### config.mk
export PLATFORM = sky130hd
export DESIGN_NAME = mem_arbiter
export DESIGN_NICKNAME = d
export VERILOG_FILES = /design/src/rtl/cpu_types_pkg.sv /design/src/rtl/mem_arbiter.sv
export SDC_FILE = /design/constraint.sdc
export NUM_CORES = 1
export LEC_CHECK = 0
export ABC_CLOCK_PERIOD_IN_PS = 3400
export BUFFER_PORTS_ARGS = -buffer_cell sky130_fd_sc_hd__buf_4
export CAP_MARGIN = 10
export CORE_MARGIN = 2
export CORE_UTILIZATION = 51
export CTS_CLUSTER_DIAMETER = 60
export DETAILED_ROUTE_END_ITERATION = 7
export GPL_ROUTABILITY_DRIVEN = 0
export PLACE_DENSITY = 0.87
export SYNTH_ARGS = -nofsm -noshare
export SYNTH_HDL_FRONTEND = slang
export SYNTH_SLANG_ARGS = --single-unit
### constraint.sdc
create_clock -name CLK -period 3.4 [get_ports CLK]
set_input_delay 0.34 -clock CLK [delete_from_list [all_inputs] [get_ports CLK]]
set_output_delay 0.34 -clock CLK [all_outputs]
set_load 0.005 [all_outputs]
### src/rtl/cpu_types_pkg.sv
// cpu_types_pkg: shared CPU-side types and constants.
//   word_t      - 32-bit machine word
//   ramstate_t  - RAM status reported back to the memory arbiter
//   arb_state_t - mem_arbiter FSM states
//   req_id_t    - which requester owns the current RAM access
//   TIMEOUT_MAX - access-cycle count at which a stalled RAM access is failed
//   STARVE_MAX  - consecutive data grants tolerated while instruction waits
package cpu_types_pkg;

  typedef logic [31:0] word_t;

  typedef enum logic [1:0] {FREE, BUSY, ACCESS, ERROR} ramstate_t;

  typedef enum logic [1:0] {IDLE, IACC, DACC, RESP} arb_state_t;

  typedef enum logic {REQ_I, REQ_D} req_id_t;

  localparam logic [7:0] TIMEOUT_MAX = 8'd255;
  localparam logic [1:0] STARVE_MAX  = 2'd3;

endpackage

### src/rtl/mem_arbiter.sv
// mem_arbiter: arbitrates one shared RAM port between the instruction and
// data requesters of a CPU. One access at a time: grant in IDLE, drive the
// RAM from latched registers in IACC/DACC until ACCESS, ERROR or timeout,
// then pulse the owner's hit for one RESP cycle.
// Ports:
//   CLK, RST                      clock, synchronous active-high reset
//   iREN, iaddr                   instruction read request and address
//   ihit, iload                   instruction completion pulse, returned word
//   dREN, dWEN, daddr, dstore     data read/write request, address, write data
//   dhit, dload                   data completion pulse, returned word
//   err                           access failed (meaningful with ihit/dhit)
//   ramREN, ramWEN                RAM read/write enables
//   ramaddr, ramstore             RAM address and write data
//   ramload, ramstate             RAM read data and status
module mem_arbiter
  import cpu_types_pkg::*;
(
  input  logic      CLK,
  input  logic      RST,
  input  logic      iREN,
  input  word_t     iaddr,
  output logic      ihit,
  output word_t     iload,
  input  logic      dREN,
  input  logic      dWEN,
  input  word_t     daddr,
  input  word_t     dstore,
  output logic      dhit,
  output word_t     dload,
  output logic      err,
  output logic      ramREN,
  output logic      ramWEN,
  output word_t     ramaddr,
  output word_t     ramstore,
  input  word_t     ramload,
  input  ramstate_t ramstate
);

  arb_state_t  state;
  word_t       lat_addr;
  word_t       lat_store;
  logic        lat_wr;
  req_id_t     lat_id;
  logic [7:0]  tmo;
  logic [1:0]  starve;

  logic        grant_d;
  logic        grant_i;
  logic        ram_done;
  logic        ram_fail;
  logic        in_access;

  // Data wins in IDLE unless instruction has waited through STARVE_MAX
  // back-to-back data grants.
  always_comb begin
    grant_d = 1'b0;
    grant_i = 1'b0;
    if (state == IDLE) begin
      if ((dREN || dWEN) && !(iREN && (starve == STARVE_MAX)))
        grant_d = 1'b1;
      else if (iREN)
        grant_i = 1'b1;
    end
  end

  // Timeout fires on the cycle the count would reach TIMEOUT_MAX, giving
  // exactly TIMEOUT_MAX access cycles before giving up.
  always_comb begin
    in_access = (state == IACC) || (state == DACC);
    ram_done  = (ramstate == ACCESS);
    ram_fail  = (ramstate == ERROR) || ((tmo + 8'd1) == TIMEOUT_MAX);
    ramREN    = in_access && !lat_wr;
    ramWEN    = in_access && lat_wr;
  end

  assign ramaddr  = lat_addr;
  assign ramstore = lat_store;

  always_ff @(posedge CLK) begin
    if (RST) begin
      state     <= IDLE;
      lat_addr  <= '0;
      lat_store <= '0;
      lat_wr    <= 1'b0;
      lat_id    <= REQ_I;
      tmo       <= '0;
      starve    <= '0;
      ihit      <= 1'b0;
      dhit      <= 1'b0;
      err       <= 1'b0;
      iload     <= '0;
      dload     <= '0;
    end else begin
      ihit <= 1'b0;
      dhit <= 1'b0;
      err  <= 1'b0;
      case (state)
        IDLE: begin
          if (grant_d) begin
            state     <= DACC;
            lat_addr  <= daddr;
            lat_store <= dstore;
            lat_wr    <= dWEN;
            lat_id    <= REQ_D;
            tmo       <= '0;
            starve    <= iREN ? starve + 2'd1 : '0;
          end else if (grant_i) begin
            state     <= IACC;
            lat_addr  <= iaddr;
            lat_store <= '0;
            lat_wr    <= 1'b0;
            lat_id    <= REQ_I;
            tmo       <= '0;
            starve    <= '0;
          end
        end
        IACC, DACC: begin
          if (ram_done || ram_fail) begin
            state <= RESP;
            err   <= !ram_done;
            if (lat_id == REQ_D) begin
              dhit  <= 1'b1;
              dload <= ram_done ? ramload : '0;
            end else begin
              ihit  <= 1'b1;
              iload <= ram_done ? ramload : '0;
            end
          end else begin
            tmo <= tmo + 8'd1;
          end
        end
        RESP:    state <= IDLE;
        default: state <= IDLE;
      endcase
    end
  end

endmodule

==> results of run 1 <==
==> synth_stat cells, types with 2 or more instances <==
cell type / n / area (um2)
o2bb2ai_1: 3 / 26.3
inv_1: 5 / 18.8
nand3_2: 2 / 20.0
o21ai_0: 3 / 15.0
nand3_1: 3 / 15.0
nor3_1: 2 / 10.0
a22oi_1: 34 / 255
o31ai_1: 3 / 22.5
and2_1: 5 / 31.3
nor2_1: 74 / 278
nand2b_1: 64 / 400
o21a_1: 2 / 15.0
a211oi_1: 32 / 240
nand4_1: 3 / 18.8
ha_1: 5 / 62.6
buf_2: 6 / 30.0
o21ai_1: 3 / 15.0
a21oi_1: 4 / 20.0
nand2_1: 40 / 150
or4_1: 2 / 15.0
o211ai_1: 2 / 15.0
mux2i_1: 96 / 961
clkbuf_1: 35 / 131
dfxtp_1: 145 / 2900
a21o_1: 5 / 37.5
nor2b_1: 4 / 25.0
o211a_1: 2 / 20.0
buf_12: 3 / 60.1
==> kinds of logic after synthesis <==
family / Yosys count / share of synthesized area [%]
XOR/XNOR: 1 / 0.146
multiplexers: 96 / 16.0
adder cells (fa/ha/maj): 5 / 1.04
AO/OA/AOI/OAI: 102 / 13.0
buffers and inverters: 51 / 4.26
AND/OR/NAND/NOR: 206 / 17.1
flip-flops: 145 / 48.4
==> stage by stage <==
stage | setup WS, ns | total power, uW | instances | cell area, um2
after global placement | 0.759 | 4310 | 979 | 8060
after detailed placement | 0.602 | 4410 | 979 | 8060
after floorplan | 1.11 | 3570 | 606 | 5990
after CTS | 0.558 | 6340 | 1011 | 8670
after global routing | 0.306 | 6650 | 1011 | 8670
final | 0.550 | 6320 | 1011 | 8670
==> worst min-delay path by stage <==
stage / start / to / slack (ns) / depth (start not counted)
after detailed placement: dload[21]$_SDFFE_PP0P_ / dload[21]$_SDFFE_PP0P_ / 0.47 / 2
after global routing: dstore[18] / ramstore[18]$_SDFFE_PP0P_ / 0.16 / 3
after global placement: starve[1]$_SDFFE_PP0P_ / starve[1]$_SDFFE_PP0P_ / 0.44 / 2
after CTS: dstore[0] / ramstore[0]$_SDFFE_PP0P_ / 0.14 / 3
final: dstore[0] / ramstore[0]$_SDFFE_PP0P_ / 0.15 / 3
after floorplan: starve[1]$_SDFFE_PP0P_ / starve[1]$_SDFFE_PP0P_ / 0.44 / 2
==> sequential cells by signal (all words and copies together) (netlist names) <==
register	cells
state	2
lat_wr	1
dhit	1
ihit	1
err	1
iload	32
dload	32
starve	2
ramstore	32
tmo	8
lat_id	1
ramaddr	32
==> routing by layer <==
layer  wire length (um)  vias up  global-route usage, %
li1                   -     2620                      -
met1               6450     2486                   29.3
met2               8580      246                   47.2
met3               1390       47                   8.10
met4                641        0                   13.8
met5                  0        -                      0
==> where the power goes <==
group	internal [uW]	total (uW)	switching (uW)	leakage, uW
Combinational	1030	2270	1240	0.00264
Clock	1230	1930	692	0.000301
Sequential	1970	2130	151	0.00118
Total	4240	6320	2080	0.00413
==> tightest hold or removal path: stages <==
cell and delay [ns]:
buf_4 0.08, a22oi_1 0.05, nor2_1 0.07
==> layout make-up <==
| class | instances | area, um2 | area share (%) |
|---|---|---|---|
| Multi-Input combinational cell | 410 | 2870 | 33.1 |
| Inverter | 5 | 18.8 | 0.216 |
| Tap cell | 143 | 179 | 2.06 |
| Clock inverter | 8 | 125 | 1.44 |
| Sequential cell | 145 | 2900 | 33.5 |
| Clock buffer | 24 | 492 | 5.67 |
| Timing Repair Buffer | 276 | 2080 | 24.0 |
==> flow_summary.ini, run 1 <==
[outcome]
outcome = completed

[sta]
setup_viol = 0
drv_slew = 0
rsz0062_at_grt = no
worstMarginPinSlew_ns = 1.09
slew-limit-headroom_pct = 27.3
finalCritPeriodShare_pct = 83.8
tns_ns = 0
period_needed_ns = 2.85
max_freq_ghz = 0.351
holdWs_ns = 0.154
finClkSkew_ns = 0.00911
finalHoldViolCount = 0

[drt]
via_per_inst = 5.34
detail_route.wl_per_cell_um = 16.9
drcViolationCount = 0
wl_um = 17100
num_vias = 5399
first_pass_iters = 5
drt_iter0_markers = 326
postRouteAntennaNets = 0

[global_routing]
overflow = 0
grt_pass1_vias = 5423
grt_max_degree = 82
grt_pass1_wl_um = 26900
grt_usage_pct = 26.9
antenna_found_initial = 0

[yosys]
synth_ff_type = dfxtp_1
synth_area_um2 = 5990
yosysUniqueCellTypes = 47
synth_cells = 606
synth_enable_flop_cells = 0
ys_warn_count = 0
ys_async_sr_fraction_pct = 0
synth_seq_cells = 145
synth_seq_area_share_pct = 48.4
syn-num-nets = 746
avgSynthCellArea_um2 = 9.89

[cts]
cts_tree = yes
worstSkewPairLatency_ns = 0.42
hold_buffers = 0
postCtsSetupBuffers = 0
cts-root-buf = clkbuf_16
cts_made_buffers = 17
clockBufferDepth = 2
cts_resized = 0
cts_max_level = 4
cts_sinks = 145
cts.clk_slew.worst_paths_ns = 0.06

[critical_path]
timing.critical_path.buf_inv = 1
crit_cells = 8
cp.arrival_ns = 3.18
slowest_delay_ns = 0.49
r2r_end = iload[6]$_SDFFE_PP0P_
crit_start = tmo[0]$_SDFFE_PP0P_
worstSetupPathType = reg2reg
crit_chain = ha_1, nand3_1, or3_1, a22oi_1, a21o_2, nor3b_4, buf_4, mux2i_1
crit_fanout = 32
r2r_start = tmo[0]$_SDFFE_PP0P_
cp-endpoint = iload[6]$_SDFFE_PP0P_
crit_slowest_cell = buf_4
crit_family = simple AND/OR/NAND/NOR gates
cp.required_ns = 3.73
worstSetupEndpointType = flip-flop
reg2reg_slack_ns = 0.55
crit_path_start_kind = flip-flop
r2r_cells = 8

[die]
dieArea_um2 = 12600
std_cell_rows = 39
core-area_um2 = 11500
boundaryPins = 268
die_x_um = 112
start_util_pct = 52.3
die_h_um = 112

[power]
ir_drop_v = 0.000484
powerDensity_nw_per_um2 = 728
p_leak_uw = 0.00413

[placed_design]
place_hpwl_um = 12600
portBuffers = 267

[finish]
area_growth_pct = 44.7
final_cell_mix = 275 x buf_4, 145 x dfxtp_1, 96 x mux2i_1
fin_nets = 995
final_core_util_pct = 75.6
num_antenna_cells = 0
drive_above_1_share_pct = 36.4
fillers = 775
layout_commonest_cell = buf_4

[worst_hold_path]
holdCritPathClass = in2reg

[run]
drv_cap = 0
No activity file was read; power rests on OpenSTA's default activity.
==> run 2, diff against run 1 <==
ABC_CLOCK_PERIOD_IN_PS = 2500   (was 3400)
CORE_UTILIZATION = 43   (was 51)
PLACE_DENSITY = 0.78   (was 0.87)
clock period = 2.5 ns   (was 3.4 ns; I/O delays follow)
==> run 2 against run 1 <==
Compared with the run above: first-iteration DRC count fell by 18%; non-clock buffer count rose by 7; count of clock-buffer cells in the layout decreased by 3; critical path depth rose by 1; sequential power is 35% higher; critical endpoint is now iload[26]$_SDFFE_PP0P_.
==> flow_summary.ini, run 2 (same netlist as run 1, synthesis figures left out) <==
[outcome]
outcome = completed

[placed_design]
place_hpwl_um = 12000
pre_cts_slack_ns = 0.0439
portBuffers = 267

[global_routing]
grt_pass1_wl_um = 24400
grt_max_degree = 65
antenna_found_initial = 0
overflow = 0
grt_pass1_vias = 4842
grt_usage_pct = 21.4

[critical_path]
r2r_end = iload[26]$_SDFFE_PP0P_
worstSetupPathType = reg2reg
reg2reg_slack_ns = 0.15
cp-endpoint = iload[26]$_SDFFE_PP0P_
r2r_cells = 9
crit_start = tmo[0]$_SDFFE_PP0P_
r2r_start = tmo[0]$_SDFFE_PP0P_
cp.arrival_ns = 2.68
worstSetupEndpointType = flip-flop
crit_fanout = 16
cp.required_ns = 2.84
crit_path_start_kind = flip-flop

[drt]
drt_iter0_markers = 267
num_vias = 5237
detail_route.wl_per_cell_um = 15.9
wl_um = 16700
via_per_inst = 4.96
postRouteAntennaNets = 0
drcViolationCount = 0
first_pass_iters = 5

[die]
std_cell_rows = 43
die_x_um = 122
start_util_pct = 43.5
core-area_um2 = 13800
boundaryPins = 268
die_h_um = 122
dieArea_um2 = 14900

[cts]
clockBufferDepth = 2
cts.clk_slew.worst_paths_ns = 0.06
cts_sinks = 145
hold_buffers = 0
cts-root-buf = clkbuf_16
worstSkewPairLatency_ns = 0.41
cts_tree = yes
cts_max_level = 4
cts_made_buffers = 17

[sta]
max_freq_ghz = 0.426
period_needed_ns = 2.35
setup_viol = 0
finalHoldViolCount = 0
setup_ws_ns = 0.153
drv_slew = 0
finClkSkew_ns = 0.00558
slew-limit-headroom_pct = 60.7
finalCritPeriodShare_pct = 93.9
worstMarginPinSlew_ns = 0.590

[power]
p_clk_share_pct = 30.8
power.share.sequential_pct = 33.2
power.switching_uw = 2830
combPwrFrac_pct = 36.0
swShare_pct = 32.6
intPower_uw = 5840
p_leak_uw = 0.00418
ir_drop_v = 0.000699
powerDensity_nw_per_um2 = 981

[finish]
fin_nets = 1002
layout_commonest_cell = buf_4
num_antenna_cells = 0
final_cell_mix = 279 x buf_4, 142 x dfxtp_1, 96 x mux2i_1
fillers = 1165
drive_above_1_share_pct = 37.8
area_growth_pct = 47.5
final_core_util_pct = 64.2

[run]
drv_cap = 0

[worst_hold_path]
holdCritPathClass = in2reg
[run 2: cell types whose count changed in the layout (fill, tap and decap cells not counted), sizes merged]
cell	change
clkinvlp	+1
buf	+6
clkbuf	-2
inv	+2
[run 2: routing by layer]
metal	wire, um	global-route usage [%]	vias to the layer above	share of wire [%]
met3	1680	10.5	12	10
met1	6450	23.3	2394	39
met5	0	0	-	0
met4	164	5.60	0	0.98
met2	8440	37.1	193	50
li1	-	-	2638	-
[run 2: worst min-delay path by stage]
stage                           startpoint                   endpoint  slack, ns  cells after the start
floorplan                             dWEN        lat_wr$_SDFFE_PP0P_       0.40                      2
global placement    starve[1]$_SDFFE_PP0P_     starve[1]$_SDFFE_PP0P_       0.45                      2
detailed placement  starve[1]$_SDFFE_PP0P_     starve[1]$_SDFFE_PP0P_       0.46                      2
CTS                             dstore[17]  ramstore[17]$_SDFFE_PP0P_       0.06                      3
global route                     dstore[2]   ramstore[2]$_SDFFE_PP0P_       0.05                      3
finish                           dstore[0]   ramstore[0]$_SDFFE_PP0P_       0.07                      3
[run 2: power by group through the flow]
stage / clock (uW) / combinational (uW) / sequential (uW)
after floorplan: 0 / 1920 / 2940
final: 2670 / 3120 / 2880
after global placement: 0 / 3050 / 2910
after detailed placement: 0 / 3080 / 2920
after CTS: 2710 / 3100 / 2880
after global routing: 2830 / 3440 / 2920
[run 2: repair_timing]
item | in CTS | in global routing
gates resized for setup | 0 | 5
buffers inserted | 0 | 2
endpoints found under the setup margin | 0 | 39
[run 2: layout make-up]
type / instances / area [um2] / share of cell area, %
inverters: 5 / 18.8 / 0.212
well taps: 180 / 225 / 2.55
multi-input cells: 410 / 2880 / 32.6
clock buffers: 21 / 480 / 5.44
clock inverters: 11 / 150 / 1.70
repair buffers: 283 / 2180 / 24.7
flip-flops and latches: 145 / 2910 / 32.9
[run 2: per-stage QoR]
step                hold slack (ns)  instance area, um2  setup TNS (ns)  instances  total power, uW
floorplan                     0.398                5990               0        606             4850
global placement              0.446                8160               0       1020             5970
detailed placement            0.461                8160               0       1020             6000
CTS                          0.0551                8790               0       1052             8690
global route                 0.0530                8840         -0.0157       1055             9190
finish                       0.0709                8840               0       1055             8670
[run 2: critical path: stages (launching register included)]
cell	delay, ns
dfxtp_2	0.41
ha_2	0.25
nand3_1	0.11
or3_1	0.36
a22oi_2	0.21
a21o_2	0.17
nor3b_4	0.19
buf_4	0.16
clkbuf_16	0.20
mux2i_1	0.20
==> run 3, diff against run 2 <==
RECOVER_POWER = 25   (was default)
==> run 3 against run 2 <==
Compared with the run above: power fell by 0.68%; hold slack worse by 0.00070 ns; largest power group unchanged; sequential share of layout area grew 0.31 points; non-clock buffer count did not move; sequential cell count stayed put; first-iteration DRC count up 6.4%; clock skew rose by 0.0091 ns; utilization decreased by 0.60 points; critical path type unchanged; via count decreased by 0.31%; wire length decreased by 0.11%; worst setup slack improved by 0.0030 ns.
==> flow_summary.ini, run 3 (same netlist as run 1, synthesis figures left out) <==
[drt]
first_pass_iters = 4
drt_iter0_markers = 284
postRouteAntennaNets = 0
detail_route.wl_per_cell_um = 15.8
wl_um = 16700
num_vias = 5221
drcViolationCount = 0
via_per_inst = 4.95

[finish]
layout_commonest_cell = buf_4
area_growth_pct = 46.1
final_cell_mix = 210 x buf_4, 142 x dfxtp_1, 96 x mux2i_1
final_cell_area_um2 = 8760
drive_above_1_share_pct = 35.3
final-seq-area_um2 = 2910
multi_input_area_um2 = 2880
fin_nets = 1002
fillers = 1186
num_antenna_cells = 0
instances_no_fill = 1055

[cts]
cts.clk_slew.worst_paths_ns = 0.06
clockBufferDepth = 2
cts_max_level = 4
cts-root-buf = clkbuf_16
worstSkewPairLatency_ns = 0.41
hold_buffers = 0
cts_sinks = 145
cts_tree = yes
cts_made_buffers = 17

[sta]
finalHoldViolCount = 0
period_needed_ns = 2.34
setup_ws_ns = 0.156
drv_slew = 0
holdWs_ns = 0.0702
setup_viol = 0
finalCritPeriodShare_pct = 93.8
worstMarginPinSlew_ns = 0.590
finClkSkew_ns = 0.0147
max_freq_ghz = 0.427
slew-limit-headroom_pct = 60.7

[placed_design]
pre_cts_slack_ns = 0.0439
place_hpwl_um = 12000
dpl-instance-area_um2 = 8160
portBuffers = 267
dp_cells = 1020

[critical_path]
crit_path_start_kind = flip-flop
r2r_end = iload[26]$_SDFFE_PP0P_
worstSetupEndpointType = flip-flop
r2r_cells = 9
slowest_delay_ns = 0.41
cp.required_ns = 2.83
crit_fanout = 16
reg2reg_slack_ns = 0.16
worstSetupPathType = reg2reg
crit_slowest_cell = dfxtp_2
r2r_start = tmo[0]$_SDFFE_PP0P_
crit_start = tmo[0]$_SDFFE_PP0P_
crit_chain = ha_2, nand3_1, or3_1, a22oi_2, a21o_2, nor3b_4, buf_4, clkbuf_16, mux2i_1
cp.arrival_ns = 2.67

[power]
ir_drop_v = 0.000698
powerDensity_nw_per_um2 = 983
intPower_uw = 5790
power.share.sequential_pct = 33.4
swShare_pct = 32.7
p_leak_uw = 0.00407
p_clk_share_pct = 30.9
combPwrFrac_pct = 35.7
power.switching_uw = 2820
post-layout-total-power_uw = 8610

[die]
std_cell_rows = 43
start_util_pct = 43.5
die_x_um = 122
core-area_um2 = 13800
die_h_um = 122
boundaryPins = 268
dieArea_um2 = 14900

[global_routing]
grt_pass1_vias = 4842
antenna_found_initial = 0
overflow = 0
grt_pass1_wl_um = 24400
grt_max_degree = 65
grt_usage_pct = 21.4

[outcome]
outcome = completed

[worst_hold_path]
hold_depth = 3
min_from = dstore[2]
hold_path_end = ramstore[2]$_SDFFE_PP0P_
holdCritPathClass = in2reg

[run]
drv_cap = 0
run 3: changes by cell type in the layout (fill, tap and decap cells not counted):
cell,previous run,this run
clkbuf_4,0,47
clkbuf_1,0,22
buf_4,279,210
run 3: what timing repair did:
action	CTS	global route
buffers inserted	0	2
setup endpoints to repair	0	39
resized for setup	0	5
run 3: cell type report:
cell class | count | share of cell area, %
Multi-Input combinational cell | 410 | 32.9
Timing Repair Buffer | 283 | 23.9
Tap cell | 180 | 2.57
Sequential cell | 145 | 33.2
Clock inverter | 11 | 1.71
Clock buffer | 21 | 5.49
Inverter | 5 | 0.214
run 3: critical path: cells and delay by family, from the launching register on:
kind,cells,cell delay (ns)
DFF,1,0.41
adders and majority gates,1,0.25
muxes,1,0.20
and+or+nand+nor,3,0.66
AOI/OAI and AO/OA,2,0.38
buffers and inverters,2,0.36
run 3: how the worst max path moves through the flow:
stage,endpoint
floorplan,iload[0]$_SDFFE_PP0P_
global placement,iload[17]$_SDFFE_PP0P_
detailed placement,iload[20]$_SDFFE_PP0P_
CTS,iload[13]$_SDFFE_PP0P_
global route,tmo[1]$_SDFFE_PP0P_
finish,iload[26]$_SDFFE_PP0P_
run 3: power groups by stage:
stage	Clock [uW]	Sequential, uW	Combinational [uW]
4_1_cts	2710	2880	3100
5_1_grt	2830	2920	3390
3_3_place_gp	0	2910	3050
2_1_floorplan	0	2940	1920
3_5_place_dp	0	2920	3080
6_report	2660	2880	3080
run 3: per-stage QoR:
step	utilization [%]	setup TNS, ns
2_1_floorplan	-	0
3_3_place_gp	59.2	0
3_5_place_dp	59.2	0
4_1_cts	63.8	0
5_1_grt	63.6	-0.0157
6_report	63.6	0
run 3: metal layers:
layer	vias to the layer above	GRT usage (%)	wire, um
met1	2387	23.3	6490
met3	6	10.5	1590
met2	190	37.1	8550
met5	-	0	0
met4	0	5.60	97
li1	2638	-	-
